**src/rtl/mul_pkg.sv**
```systemverilog
// Shared constants for the multiplier scheduler: FSM encoding, parameter defaults,
// requester indices and the round-robin pick.
package mul_pkg;

    localparam int unsigned DefWidth   = 16;
    localparam int unsigned DefTimeout = 255;

    localparam logic [1:0] StIdle = 2'd0;
    localparam logic [1:0] StLoad = 2'd1;
    localparam logic [1:0] StWait = 2'd2;
    localparam logic [1:0] StDone = 2'd3;

    localparam logic Req0 = 1'b0;
    localparam logic Req1 = 1'b1;

    // On a tie the requester that was not served last wins.
    function automatic logic rr_pick(input logic r0, input logic r1, input logic last);
        if (r0 && r1) begin
            return ~last;
        end
        return r1 ? Req1 : Req0;
    endfunction

endpackage

```
**src/rtl/mul_scheduler_if.sv**
```systemverilog
// Requester and datapath signals of the scheduler; master is the scheduler side,
// slave is the requesters plus multiplier datapath.
interface mul_scheduler_if
    import mul_pkg::*;
#(
    parameter int unsigned WIDTH = DefWidth
);
    logic             req0, req1;
    logic [WIDTH-1:0] a0, b0, a1, b1;
    logic             gnt0, gnt1, rdy0, rdy1, err0, err1, busy;
    logic [WIDTH-1:0] p;
    logic             mul_start;
    logic [WIDTH-1:0] mul_a, mul_b;
    logic             mul_done;
    logic [WIDTH-1:0] mul_p;

    modport master (
        input  req0, req1, a0, b0, a1, b1, mul_done, mul_p,
        output gnt0, gnt1, rdy0, rdy1, err0, err1, busy, p, mul_start, mul_a, mul_b
    );

    modport slave (
        output req0, req1, a0, b0, a1, b1, mul_done, mul_p,
        input  gnt0, gnt1, rdy0, rdy1, err0, err1, busy, p, mul_start, mul_a, mul_b
    );
endinterface

```
**src/rtl/mul_sched_wdog.sv**
```systemverilog
// Watchdog for the WAIT state: counts enabled cycles, expired flags the TIMEOUT-th one.
module mul_sched_wdog
    import mul_pkg::*;
#(
    parameter int unsigned TIMEOUT = DefTimeout
) (
    input  logic clk,
    input  logic rst,
    input  logic clr,
    input  logic en,
    output logic expired
);
    logic [15:0] cnt_q, cnt_d;

    always_comb begin
        cnt_d = cnt_q;
        if (clr) begin
            cnt_d = 16'd0;
        end else if (en) begin
            cnt_d = cnt_q + 16'd1;
        end
    end

    always_ff @(posedge clk or posedge rst) begin
        if (rst) begin
            cnt_q <= 16'd0;
        end else begin
            cnt_q <= cnt_d;
        end
    end

    assign expired = en && (cnt_q == 16'(TIMEOUT - 1));
endmodule

```
**src/rtl/mul_scheduler.sv**
```systemverilog
// Two-requester round-robin scheduler for a shared multiplier with watchdog abort.
// All bus outputs are registered.
module mul_scheduler
    import mul_pkg::*;
#(
    parameter int unsigned WIDTH   = DefWidth,
    parameter int unsigned TIMEOUT = DefTimeout
) (
    input  logic             clk,
    input  logic             rst,
    mul_scheduler_if.master  bus
);
    logic [1:0]       state_q, state_d;
    logic             win_q, win_d;
    logic             ptr_q, ptr_d;
    logic [WIDTH-1:0] p_q, p_d, mul_a_q, mul_a_d, mul_b_q, mul_b_d;
    logic [5:0]       pls_q, pls_d;   // {gnt1, gnt0, rdy1, rdy0, err1, err0}
    logic             busy_q, busy_d, start_q, start_d;
    logic             expired;

    mul_sched_wdog #(
        .TIMEOUT (TIMEOUT)
    ) u_wdog (
        .clk     (clk),
        .rst     (rst),
        .clr     (state_q == StLoad),
        .en      (state_q == StWait),
        .expired (expired)
    );

    always_comb begin
        state_d = state_q;
        win_d   = win_q;
        ptr_d   = ptr_q;
        p_d     = p_q;
        mul_a_d = mul_a_q;
        mul_b_d = mul_b_q;
        pls_d   = 6'b0;
        unique case (state_q)
            StIdle: begin
                if (bus.req0 || bus.req1) begin
                    win_d   = rr_pick(bus.req0, bus.req1, ptr_q);
                    mul_a_d = (win_d == Req1) ? bus.a1 : bus.a0;
                    mul_b_d = (win_d == Req1) ? bus.b1 : bus.b0;
                    state_d = StLoad;
                    pls_d[5:4] = (win_d == Req1) ? 2'b10 : 2'b01;
                end
            end
            StLoad: state_d = StWait;
            StWait: begin
                // Completion beats a simultaneous watchdog expiry.
                if (bus.mul_done) begin
                    p_d        = bus.mul_p;
                    ptr_d      = win_q;
                    state_d    = StDone;
                    pls_d[3:2] = (win_q == Req1) ? 2'b10 : 2'b01;
                end else if (expired) begin
                    ptr_d      = win_q;
                    state_d    = StIdle;
                    pls_d[1:0] = (win_q == Req1) ? 2'b10 : 2'b01;
                end
            end
            StDone: state_d = StIdle;
            default: state_d = StIdle;
        endcase
        busy_d  = (state_d != StIdle);
        start_d = (state_d == StLoad);
    end

    always_ff @(posedge clk or posedge rst) begin
        if (rst) begin
            state_q <= StIdle;
            win_q   <= Req0;
            ptr_q   <= Req1;
            p_q     <= '0;
            mul_a_q <= '0;
            mul_b_q <= '0;
            pls_q   <= 6'b0;
            busy_q  <= 1'b0;
            start_q <= 1'b0;
        end else begin
            state_q <= state_d;
            win_q   <= win_d;
            ptr_q   <= ptr_d;
            p_q     <= p_d;
            mul_a_q <= mul_a_d;
            mul_b_q <= mul_b_d;
            pls_q   <= pls_d;
            busy_q  <= busy_d;
            start_q <= start_d;
        end
    end

    assign bus.gnt1      = pls_q[5];
    assign bus.gnt0      = pls_q[4];
    assign bus.rdy1      = pls_q[3];
    assign bus.rdy0      = pls_q[2];
    assign bus.err1      = pls_q[1];
    assign bus.err0      = pls_q[0];
    assign bus.busy      = busy_q;
    assign bus.mul_start = start_q;
    assign bus.p         = p_q;
    assign bus.mul_a     = mul_a_q;
    assign bus.mul_b     = mul_b_q;
endmodule

```
**src/flat_wrapper.sv**
```systemverilog
// flat-port wrapper written by rule: the top's interface ports become plain ports
module mul_scheduler_flat import mul_pkg::*;
#(
    parameter int unsigned WIDTH   = DefWidth,
    parameter int unsigned TIMEOUT = DefTimeout
)
  (clk, rst, bus_req0, bus_req1, bus_a0, bus_b0, bus_a1, bus_b1, bus_mul_done, bus_mul_p, bus_gnt0, bus_gnt1, bus_rdy0, bus_rdy1, bus_err0, bus_err1, bus_busy, bus_p, bus_mul_start, bus_mul_a, bus_mul_b);
  mul_scheduler_if #(.WIDTH(WIDTH)) bus_i ();
  input  logic clk;
  input  logic rst;
  input wire logic [$bits(bus_i.req0)-1:0] bus_req0;
  input wire logic [$bits(bus_i.req1)-1:0] bus_req1;
  input wire logic [$bits(bus_i.a0)-1:0] bus_a0;
  input wire logic [$bits(bus_i.b0)-1:0] bus_b0;
  input wire logic [$bits(bus_i.a1)-1:0] bus_a1;
  input wire logic [$bits(bus_i.b1)-1:0] bus_b1;
  input wire logic [$bits(bus_i.mul_done)-1:0] bus_mul_done;
  input wire logic [$bits(bus_i.mul_p)-1:0] bus_mul_p;
  output wire logic [$bits(bus_i.gnt0)-1:0] bus_gnt0;
  output wire logic [$bits(bus_i.gnt1)-1:0] bus_gnt1;
  output wire logic [$bits(bus_i.rdy0)-1:0] bus_rdy0;
  output wire logic [$bits(bus_i.rdy1)-1:0] bus_rdy1;
  output wire logic [$bits(bus_i.err0)-1:0] bus_err0;
  output wire logic [$bits(bus_i.err1)-1:0] bus_err1;
  output wire logic [$bits(bus_i.busy)-1:0] bus_busy;
  output wire logic [$bits(bus_i.p)-1:0] bus_p;
  output wire logic [$bits(bus_i.mul_start)-1:0] bus_mul_start;
  output wire logic [$bits(bus_i.mul_a)-1:0] bus_mul_a;
  output wire logic [$bits(bus_i.mul_b)-1:0] bus_mul_b;
  assign bus_i.req0 = bus_req0;
  assign bus_i.req1 = bus_req1;
  assign bus_i.a0 = bus_a0;
  assign bus_i.b0 = bus_b0;
  assign bus_i.a1 = bus_a1;
  assign bus_i.b1 = bus_b1;
  assign bus_i.mul_done = bus_mul_done;
  assign bus_i.mul_p = bus_mul_p;
  assign bus_gnt0 = bus_i.gnt0;
  assign bus_gnt1 = bus_i.gnt1;
  assign bus_rdy0 = bus_i.rdy0;
  assign bus_rdy1 = bus_i.rdy1;
  assign bus_err0 = bus_i.err0;
  assign bus_err1 = bus_i.err1;
  assign bus_busy = bus_i.busy;
  assign bus_p = bus_i.p;
  assign bus_mul_start = bus_i.mul_start;
  assign bus_mul_a = bus_i.mul_a;
  assign bus_mul_b = bus_i.mul_b;
  mul_scheduler #(.WIDTH(WIDTH), .TIMEOUT(TIMEOUT)) u_core (.clk(clk), .rst(rst), .bus(bus_i));
endmodule
```
**config.mk**
```make
export PLATFORM = sky130hd
export DESIGN_NAME = mul_scheduler_flat
export DESIGN_NICKNAME = d
export VERILOG_FILES = /design/src/rtl/mul_pkg.sv /design/src/rtl/mul_scheduler_if.sv /design/src/rtl/mul_sched_wdog.sv /design/src/rtl/mul_scheduler.sv /design/src/flat_wrapper.sv
export SDC_FILE = /design/constraint.sdc
export NUM_CORES = 1
export LEC_CHECK = 0
export ABC_AREA = 1
export CORE_MARGIN = 3
export CORE_UTILIZATION = 55
export CTS_CLUSTER_DIAMETER = 100
export DETAILED_ROUTE_END_ITERATION = 16
export DONT_BUFFER_PORTS = 1
export PLACE_DENSITY_LB_ADDON = 0.2
export RECOVER_POWER = 100
export SETUP_SLACK_MARGIN = 0.02
export SYNTH_ARGS = -nofsm -noshare
export SYNTH_HDL_FRONTEND = slang
export SYNTH_HIERARCHICAL = 1
export SYNTH_SLANG_ARGS = --single-unit
```
**constraint.sdc**
```tcl
create_clock -name clk -period 4.5 [get_ports clk]
set_clock_uncertainty 0.2 [all_clocks]
set_input_delay 0.225 -clock clk [delete_from_list [all_inputs] [get_ports clk]]
set_output_delay 0.225 -clock clk [all_outputs]
set_load 0.01 [all_outputs]
```
==> metrics <==
post-synth cell types=27; clk buf depth=2; worst endpoint required time=4580 ps; H-tree Lvls=3; CTS resizes=0; Seq pwr share=46.2%; Clock Latency Late Sink=340 ps; number of antenna diodes=0; clk root buf=clkbuf_8; DR top layer=met4; r2r startpoint=u_core/state_q[1]; critical path class=flop to flop; FFs w/ async S/R, synth=100%; hold slack=227 ps; Final Hold Fails=0; Crit path arrival time=3440 ps; type of origin of the critical path=flop; core region area=6830 sq um; PortBufs=0; first-pass GRT wire length=17,600 microns; fin crit share=74.7%; sum of negative setup slack=0 ps; share of cells above drive strength 1=4.61%; TritonCTS clock tree=yes; Top FF cell, synth=dfrtp_1; register area share after synthesis=48.6%; CTS sink count=76; Final setup viols=0; post-synth net total=607; DR vias=3,738; Peak Freq=0.297 GHz; Clock Power Share=21.2%; CTS Hold Bufs=93; Die W=90.4 microns; initial antenna violation count=0; Worst Setup End Kind=flop; VDD IR-drop max=0.000277 V; io pins=141; synthesized area=3910 sq um; setup slack after layout=1140 ps; row count=30; worst hold path class=primary input to async pin; Layout Nets=689; Yosys warning count=6; EDFF count, synth=0; Residual DRC=0; met2 WL post-DR=5340 microns; FILL cells=474; P_int=0.00164 W; # Post-CTS Setup Buffers=0; Tmin final=3360 ps; via/cell ratio=5.32; met1 WL=4240 microns; Die ar.=8160 sq um; final std cell area, no fill=4990 sq um; Slew @ Worst Pin=2140 ps; GRT Total Usage=26.3%; reg2reg path depth=6; area post-placement=3880 sq um; maxcap violations=1; routability cong.=0.830; Post-Synthesis Cells=520; Final Max Tran Viols=34; First-pass DRT Iterations=5; crit path launch=u_core/state_q[1]; DRT Wirelength=10,700 microns; vias in the first global route=3,688; total CTS buffers=9; Die Ht=90.4 microns; syn_area_per_cell=7.53 sq um; routed len/inst=15.2 microns; unrepaired setup endpoints after global routing=false; Lkg Pwr=2.56 nW; largest net degree at the start of global routing=61; failing checks=capacitance limit, slew limit; Sw Pwr=0.00109 W; initial DRC count=257; post-synthesis register bit count=76; area grow syn2layout=27.5%; status=complete, but fails checks; grt ovf=0; Gate power share=32.6%; clock slew at reported path FFs=70 ps; post-detail-place hpwl=6100 microns; CP Max Fanout=33; Initial Utilization=57.3%; pre-CTS setup slack=2220 ps; switching share of power=39.9%; Slew HR=-43.3%; pwr/cell area=547 nW/um^2; met3 wire len=892 microns; post-route ant nets=0
synthesized netlist by cell type (5+ instances only):
| cell type | count | area share, % |
|---|---|---|
| inv_1 | 85 | 8.2 |
| nand4_1 | 5 | 0.80 |
| nor2_2 | 7 | 1.1 |
| dfrtp_1 | 75 | 48 |
| nand3_1 | 89 | 11 |
| a21oi_1 | 9 | 1.2 |
| o21ai_0 | 10 | 1.3 |
| nor2_1 | 27 | 2.6 |
| buf_4 | 8 | 1.5 |
| nand2_2 | 5 | 0.80 |
| buf_2 | 10 | 1.3 |
| nand2_1 | 162 | 16 |
flip-flops by register name, summed over array words and instances, names as in the netlist:
name / count
u_core/bus.mul_a: 16
u_core/bus.mul_b: 16
u_core/bus.p: 16
u_core/u_wdog/cnt_q: 16
u_core/pls_q: 6
u_core/state_q: 2
u_core/bus.busy: 1
u_core/bus.mul_start: 1
u_core/ptr_q: 1
u_core/win_q: 1
power groups by stage:
stage                     sequential [W]  combinational (W)  clock, W
final                            0.00126           0.000889  0.000578
after global routing             0.00129            0.00100  0.000626
after CTS                        0.00126           0.000873  0.000593
after detailed placement         0.00128           0.000687         0
after global placement           0.00127           0.000660         0
after floorplan                  0.00120           0.000621         0
logic make-up after synthesis:
| logic type | count (synthesis) | synth area share, % |
|---|---|---|
| compound gates | 23 | 3.23 |
| fa+ha+maj | 2 | 0.639 |
| buf+inv | 111 | 12.5 |
| flops | 76 | 48.6 |
| simple gates | 308 | 35.0 |
final cells by class:
cell class / instances / area (sq um) / area share (%)
Clock buffer: 11 / 141 / 2.83
Clock inverter: 5 / 83.8 / 1.68
Inverter: 88 / 330 / 6.62
Sequential cell: 76 / 1900 / 38.1
Timing Repair Buffer: 94 / 938 / 18.8
Tap cell: 96 / 120 / 2.41
Multi-Input combinational cell: 333 / 1470 / 29.5
routing by layer:
layer  up-vias  global-route usage, %
met2       177                   43.6
met4         0                   9.95
li1       1760                      -
met5         -                      0
met1      1777                   33.3
met3        24                   6.75
path summary, 6_finish.rpt:
kind	to	slack (ps)
max	u_core/bus.mul_a[9]	1140
min	u_core/u_wdog/cnt_q[11]	230
max reg2reg	u_core/bus.mul_a[9]	1140
min reg2reg	u_core/pls_q[2]	310
max in group asynchronous	u_core/bus.p[3]	3230
min in group clk	u_core/pls_q[4]	230
per-stage QoR:
| stage | total power (W) | util (%) | cells |
|---|---|---|---|
| 3_3_place_gp | 0.00193 | 56.8 | 594 |
| 5_1_grt | 0.00292 | 73.0 | 703 |
| 2_1_floorplan | 0.00183 | - | 520 |
| 6_report | 0.00273 | 73.0 | 703 |
| 3_5_place_dp | 0.00196 | 56.8 | 594 |
| 4_1_cts | 0.00273 | 73.7 | 703 |
cell usage in the layout, fill, tap and decap left out, drive strengths merged:
cell type,count
dfrtp,75
o21ai,12
nor4,1
a21oi,10
nand3,89
nor3,4
dfstp,1
ha,2
dlygate4sd3,93
buf,1
nand2,169
nor2,38
clkinv,2
clkinvlp,2
clkbuf,11
nand4,5
inv,87
and3,1
a31o,1
bufinv,2
nor3b,1
worst max-delay path: stages, from the launching register on:
cell and delay (ps):
dfrtp_1 390, inv_1 90, nand2_1 80, nor2_1 1580
nand3_1 220, dlygate4sd3_1 670, nand2_1 60
(Power assumes the default switching activity.)
